--- src/rtl/adc_capture_sequencer_if.sv ---
// adc_capture_sequencer_if: ADC strobe, capture FIFO ports and output stream of one capture channel
interface adc_capture_sequencer_if #(
   parameter int DATA_W = 12
);
   logic              adc_valid;
   logic [DATA_W-1:0] adc_data;
   logic              fifo_srst;
   logic              fifo_wr_en;
   logic [DATA_W-1:0] fifo_din;
   logic              fifo_full;
   logic              fifo_rd_en;
   logic [DATA_W-1:0] fifo_dout;
   logic              fifo_empty;
   logic              m_valid;
   logic [DATA_W-1:0] m_data;
   logic              m_ready;

   modport master (
      input  adc_valid, adc_data, fifo_full, fifo_dout, fifo_empty, m_ready,
      output fifo_srst, fifo_wr_en, fifo_din, fifo_rd_en, m_valid, m_data
   );

   modport slave (
      output adc_valid, adc_data, fifo_full, fifo_dout, fifo_empty, m_ready,
      input  fifo_srst, fifo_wr_en, fifo_din, fifo_rd_en, m_valid, m_data
   );
endinterface

--- src/rtl/adc_capture_sequencer.sv ---
// adc_capture_sequencer: clear FIFO, optional level trigger, decimated capture until full, then drain to a stream
module adc_capture_sequencer #(
   parameter int DATA_W  = 12,
   parameter int DECIM_W = 16,
   parameter int CLR_CYC = 4,
   parameter int CNT_W   = 16
) (
   input  logic                   clk,
   input  logic                   rst_n,
   input  logic                   start,
   input  logic                   abort,
   input  logic [DECIM_W-1:0]     decim,
   input  logic                   trig_en,
   input  logic [DATA_W-1:0]      trig_level,
   adc_capture_sequencer_if.master bus,
   output logic                   busy,
   output logic                   done,
   output logic                   aborted,
   output logic [CNT_W-1:0]       sample_cnt
);
   typedef enum logic [2:0] {IDLE, CLEAR, ARM, CAPTURE, DRAIN, DONE} state_t;
   localparam int CLR_W = $clog2(CLR_CYC + 1);

   state_t             state, state_nx;
   logic [CLR_W-1:0]   clr_cnt;
   logic [DECIM_W-1:0] dec_cnt;
   logic [DATA_W-1:0]  prev;
   logic               have_prev;
   logic               rd_q;
   logic               trig;
   logic               wr_nx;

   // a trigger needs an earlier sample from this ARM visit below the level and the current one at or above it
   assign trig  = state == ARM && trig_en && bus.adc_valid && have_prev &&
                  prev < trig_level && bus.adc_data >= trig_level;
   // writes come from the triggering sample or a count-0 strobe while the FIFO still has room
   assign wr_nx = !abort && (trig || (state == CAPTURE && bus.adc_valid &&
                  dec_cnt == '0 && !bus.fifo_full));

   // next state plus the state-decoded FIFO clear, stream and status outputs
   always_comb begin
      state_nx       = state;
      bus.fifo_srst  = state == CLEAR;
      bus.m_valid    = state == DRAIN && !bus.fifo_empty;
      bus.m_data     = bus.fifo_dout;
      bus.fifo_rd_en = state == DRAIN && !bus.fifo_empty && bus.m_ready;
      busy           = state != IDLE;
      done           = state == DONE;
      case (state)
         IDLE:    if (start) state_nx = CLEAR;
         CLEAR:   if (clr_cnt == CLR_W'(CLR_CYC - 1)) state_nx = ARM;
         ARM:     if (!trig_en || trig) state_nx = CAPTURE;
         CAPTURE: if (bus.fifo_full) state_nx = DRAIN;
         DRAIN:   if (bus.fifo_empty && !rd_q) state_nx = DONE;
         default: state_nx = IDLE;
      endcase
      if (abort) state_nx = IDLE;
   end

   // state, clear/decimation counters, trigger history, registered write port and sample count
   always_ff @(posedge clk) begin
      if (!rst_n) begin
         state          <= IDLE;
         clr_cnt        <= '0;
         dec_cnt        <= '0;
         prev           <= '0;
         have_prev      <= 1'b0;
         rd_q           <= 1'b0;
         aborted        <= 1'b0;
         sample_cnt     <= '0;
         bus.fifo_wr_en <= 1'b0;
         bus.fifo_din   <= '0;
      end else begin
         state          <= state_nx;
         rd_q           <= bus.fifo_rd_en;
         aborted        <= abort && state != IDLE;
         bus.fifo_wr_en <= wr_nx;
         if (wr_nx) bus.fifo_din <= bus.adc_data;
         clr_cnt <= state == CLEAR ? clr_cnt + 1'b1 : '0;
         if (state != ARM) have_prev <= 1'b0;
         else if (bus.adc_valid) begin
            have_prev <= 1'b1;
            prev      <= bus.adc_data;
         end
         if (state != CAPTURE) dec_cnt <= trig && decim != '0 ? DECIM_W'(1) : '0;
         else if (bus.adc_valid) dec_cnt <= dec_cnt == decim ? '0 : dec_cnt + 1'b1;
         if (state == IDLE && start && !abort) sample_cnt <= '0;
         else if (bus.fifo_wr_en && sample_cnt != '1) sample_cnt <= sample_cnt + 1'b1;
      end
   end
endmodule

--- src/flat_wrapper.sv ---
// flat-port wrapper written by rule: the top's interface ports become plain ports
module adc_capture_sequencer_flat 
#(
   parameter int DATA_W  = 12,
   parameter int DECIM_W = 16,
   parameter int CLR_CYC = 4,
   parameter int CNT_W   = 16
)
  (clk, rst_n, start, abort, decim, trig_en, trig_level, busy, done, aborted, sample_cnt, bus_adc_valid, bus_adc_data, bus_fifo_full, bus_fifo_dout, bus_fifo_empty, bus_m_ready, bus_fifo_srst, bus_fifo_wr_en, bus_fifo_din, bus_fifo_rd_en, bus_m_valid, bus_m_data);
  adc_capture_sequencer_if #(.DATA_W(DATA_W)) bus_i ();
  input  logic clk;
  input  logic rst_n;
  input  logic start;
  input  logic abort;
  input  logic [DECIM_W-1:0] decim;
  input  logic trig_en;
  input  logic [DATA_W-1:0] trig_level;
  output logic busy;
  output logic done;
  output logic aborted;
  output logic [CNT_W-1:0] sample_cnt;
  input wire logic [$bits(bus_i.adc_valid)-1:0] bus_adc_valid;
  input wire logic [$bits(bus_i.adc_data)-1:0] bus_adc_data;
  input wire logic [$bits(bus_i.fifo_full)-1:0] bus_fifo_full;
  input wire logic [$bits(bus_i.fifo_dout)-1:0] bus_fifo_dout;
  input wire logic [$bits(bus_i.fifo_empty)-1:0] bus_fifo_empty;
  input wire logic [$bits(bus_i.m_ready)-1:0] bus_m_ready;
  output wire logic [$bits(bus_i.fifo_srst)-1:0] bus_fifo_srst;
  output wire logic [$bits(bus_i.fifo_wr_en)-1:0] bus_fifo_wr_en;
  output wire logic [$bits(bus_i.fifo_din)-1:0] bus_fifo_din;
  output wire logic [$bits(bus_i.fifo_rd_en)-1:0] bus_fifo_rd_en;
  output wire logic [$bits(bus_i.m_valid)-1:0] bus_m_valid;
  output wire logic [$bits(bus_i.m_data)-1:0] bus_m_data;
  assign bus_i.adc_valid = bus_adc_valid;
  assign bus_i.adc_data = bus_adc_data;
  assign bus_i.fifo_full = bus_fifo_full;
  assign bus_i.fifo_dout = bus_fifo_dout;
  assign bus_i.fifo_empty = bus_fifo_empty;
  assign bus_i.m_ready = bus_m_ready;
  assign bus_fifo_srst = bus_i.fifo_srst;
  assign bus_fifo_wr_en = bus_i.fifo_wr_en;
  assign bus_fifo_din = bus_i.fifo_din;
  assign bus_fifo_rd_en = bus_i.fifo_rd_en;
  assign bus_m_valid = bus_i.m_valid;
  assign bus_m_data = bus_i.m_data;
  adc_capture_sequencer #(.DATA_W(DATA_W), .DECIM_W(DECIM_W), .CLR_CYC(CLR_CYC), .CNT_W(CNT_W)) u_core (.clk(clk), .rst_n(rst_n), .start(start), .abort(abort), .decim(decim), .trig_en(trig_en), .trig_level(trig_level), .bus(bus_i), .busy(busy), .done(done), .aborted(aborted), .sample_cnt(sample_cnt));
endmodule
--- config.mk ---
export PLATFORM = sky130hd
export DESIGN_NAME = adc_capture_sequencer_flat
export DESIGN_NICKNAME = d
export VERILOG_FILES = /design/src/rtl/adc_capture_sequencer_if.sv /design/src/rtl/adc_capture_sequencer.sv /design/src/flat_wrapper.sv
export SDC_FILE = /design/constraint.sdc
export NUM_CORES = 1
export LEC_CHECK = 0
export CORE_ASPECT_RATIO = 0.9
export CORE_UTILIZATION = 52
export DETAILED_ROUTE_END_ITERATION = 8
export PLACE_DENSITY_LB_ADDON = 0.2
export SYNTH_ARGS = -nofsm -noshare
export SYNTH_HDL_FRONTEND = slang
export SYNTH_SLANG_ARGS = --single-unit
--- constraint.sdc ---
create_clock -name clk -period 3.75 [get_ports clk]
set_input_delay 0.5625 -clock clk [delete_from_list [all_inputs] [get_ports clk]]
set_output_delay 0.5625 -clock clk [all_outputs]
set_load 0.05 [all_outputs]
==> out/metrics.yaml <==
status: "completed"
synth_area_leaders: "dfxtp_1 (34%), ha_1 (9.1%), xor2_1 (7.3%)"
area_growth_pct: 25.7
drv_cap: 0
grt-ovfl-total: 0
die_x_um: 92.6
holdPathStages: 1
ys.flop_type: "dfxtp_1"
cts.sinks: 66
synthArstFlopShare: 0
reg2reg_slack_ns: 1.45
cts.path.max_buffers: 2
start_util: 0.540
drive_gt1_frac: 0.0491
slew_viol_final: 0
cp_slowest_stage_delay_ns: 0.79
viasPerCell: 5.41
multiInputGateArea_um2: 2230
dieHeight_um: 83.5
antenna_found_initial: 0
period_share: 0.743
finalInstanceArea_um2: 4830
cts_tree: "built"
grt_pass1_wl_um: 14900
dpl-instance-area_um2: 4620
fillers: 616
cts.repair.resized: 0
internal_power_mw: 1.13
wl_per_cell_um: 14.3
max_freq_mhz: 359
dr.first_iter.drc_count: 107
gp_congestion: 0.860
cp.arrival_ns: 2.22
p_leak_nw: 1.83
ys_ff_latch: 66
pin_count: 108
fin_skew_ns: 0.00492
ir_worst_vdd_v: 0.000267
critPathSlowestCell: "clkdlybuf4s50_1"
ant_nets: 0
whs_endpoint: "u_core.clr_cnt[0]$_SDFF_PN0_"
yosysWarnings: 0
synth_top_area_frac: 0.344
postSynthCellCount: 459
combPwrFrac: 0.098
hpwl_um: 6840
diodes: 0
root_buffer: "clkbuf_8"
clk_pin_slew_ns: 0.07
hold_viol: 0
crit_required_ns: 3.19
r2r-end: "u_core.bus.fifo_din[4]$_SDFFE_PN0P_"
p_per_area_nw_per_um2: 303
grt_use_total: 0.241
insertion_delay_ns: 0.34
start_kind: "flop"
dieArea_um2: 7730
dr.pass1.iters: 4
layout_commonest_cell: "clkdlybuf4s50_1"
num_vias: 3368
synth.distinct_cells: 53
grt_max_degree: 34
fin_crit_ns: 2.79
cts-buffers-inserted: 9
syn_area_um2: 3840
reg2reg_from: "u_core.prev[9]$_SDFFE_PN0P_"
clockPowerShare: 0.422
syn_area_per_cell_um2: 8.36
cts_setup_buffers: 0
worstPathMaxFanout: 10
worst_pin_slew_ns: 1.09
rr_worst_depth: 7
grt_pass1_vias: 3321
core_um2: 7110
fin_nets: 614
drcViolationCount: 0
worstSetupEndpointType: "primary output"
totalNegativeSetupSlack_ns: 0
syn_nets: 548
sw_frac_of_total: 0.225
hold_path_class: "flop to flop"
ys_seq_area_frac: 0.344
setup_violations: 0
seqPwrFrac: 0.481
portBuffers: 83
totalWireLength_um: 8890
htreeDepth: 3
slew_headroom: 0.269
path_cells: "inv_1 > nand3b_1 > nor2_1 > and2_1 > clkdlybuf4s50_1"
crit_type: "flop to primary output"
cts_hold_buf: 0
synth_edf_count: 0
p_sw_mw: 0.329
synth_top_area_cell: "dfxtp_1"
rsz0062_at_grt: "false"
final_cell_mix: "clkdlybuf4s50_1 (83), nand2_1 (67), dfxtp_1 (66)"
ff_latch_area_um2: 1320
rows: 29
hp-start: "u_core.clr_cnt[0]$_SDFF_PN0_"
[kinds of logic (layout without fill, tap and decap cells)]
logic type / after synthesis / after routing / synth area share
compound gates: 53 / 53 / 0.0997
xor+xnor: 43 / 43 / 0.0981
fa+ha+maj: 28 / 28 / 0.0913
buf+inv: 56 / 126 / 0.0746
flops: 66 / 66 / 0.344
mux: 13 / 13 / 0.0339
simple gates: 200 / 200 / 0.258
[through the flow]
step / std cells / worst slack [ns] / hold slack [ns] / total power [mW] / utilization
after global routing: 622 / 0.792 / 0.443 / 1.53 / 0.679
after CTS: 622 / 0.973 / 0.441 / 1.48 / 0.679
after floorplan: 459 / 1.30 / 0.398 / 0.819 / -
after global placement: 607 / 0.758 / 0.406 / 0.859 / 0.650
after detailed placement: 607 / 0.682 / 0.431 / 0.861 / 0.650
final: 622 / 0.963 / 0.436 / 1.46 / 0.679
[critical path, delay by kind of cell, from the launching register on]
kind | cells | cell delay (ns)
buf+inv | 2 | 0.99
simple gates | 3 | 0.48
flops | 1 | 0.41
[sequential cells by signal, indices dropped and copies added (netlist names)]
register / count
u_core.bus.fifo_wr_en: 1
u_core.dec_cnt: 16
u_core.sample_cnt: 16
u_core.rd_q: 1
u_core.have_prev: 1
u_core.state: 3
u_core.aborted: 1
u_core.clr_cnt: 3
u_core.prev: 12
u_core.bus.fifo_din: 12
[Yosys cell counts, types with 7 or more instances]
library cell	count
a21boi_0	12
a21oi_1	10
and3_1	9
buf_4	12
clkbuf_1	13
dfxtp_1	66
ha_1	28
inv_1	23
mux2i_1	13
nand2_1	67
nand3_1	17
nand4_1	11
nor2_1	45
nor3_1	8
nor4_1	14
o21ai_0	7
xnor2_1	11
xor2_1	32
[final cells by class]
class | instances | share of cell area
timing repair buffer | 87 | 0.178
tap | 93 | 0.0241
clock buffer | 13 | 0.0350
sequential | 66 | 0.274
multi-input combinational | 337 | 0.462
inverter | 24 | 0.0192
clock inverter | 2 | 0.00726
[power groups by stage]
stage,Combinational [mW],Clock (mW),Sequential [mW]
floorplan,0.0998,0,0.719
global placement,0.139,0,0.719
detailed placement,0.142,0,0.719
CTS,0.143,0.630,0.703
global route,0.157,0.666,0.703
finish,0.143,0.617,0.704
[routing by layer]
metal / vias up / track usage / part of all wire
li1: 1697 / - / -
met1: 1561 / 0.305 / 0.47
met2: 87 / 0.384 / 0.46
met3: 23 / 0.0583 / 0.046
met4: 0 / 0.116 / 0.022
met5: - / 0 / 0
[worst max path at each step]
stage	slack, ns	startpoint	endpoint	depth (start not counted)
2_1_floorplan	1.30	u_core.state[1]$_SDFFE_PP0P_	bus_fifo_rd_en	5
3_3_place_gp	0.76	trig_level[9]	u_core.bus.fifo_din[9]$_SDFFE_PN0P_	9
3_5_place_dp	0.68	trig_level[9]	u_core.bus.fifo_din[10]$_SDFFE_PN0P_	10
4_1_cts	0.97	u_core.state[1]$_SDFFE_PP0P_	bus_fifo_rd_en	5
5_1_grt	0.79	trig_level[11]	u_core.bus.fifo_din[4]$_SDFFE_PN0P_	10
6_report	0.96	u_core.state[1]$_SDFFE_PP0P_	bus_fifo_rd_en	5
No activity file was read; power rests on OpenSTA's default activity.
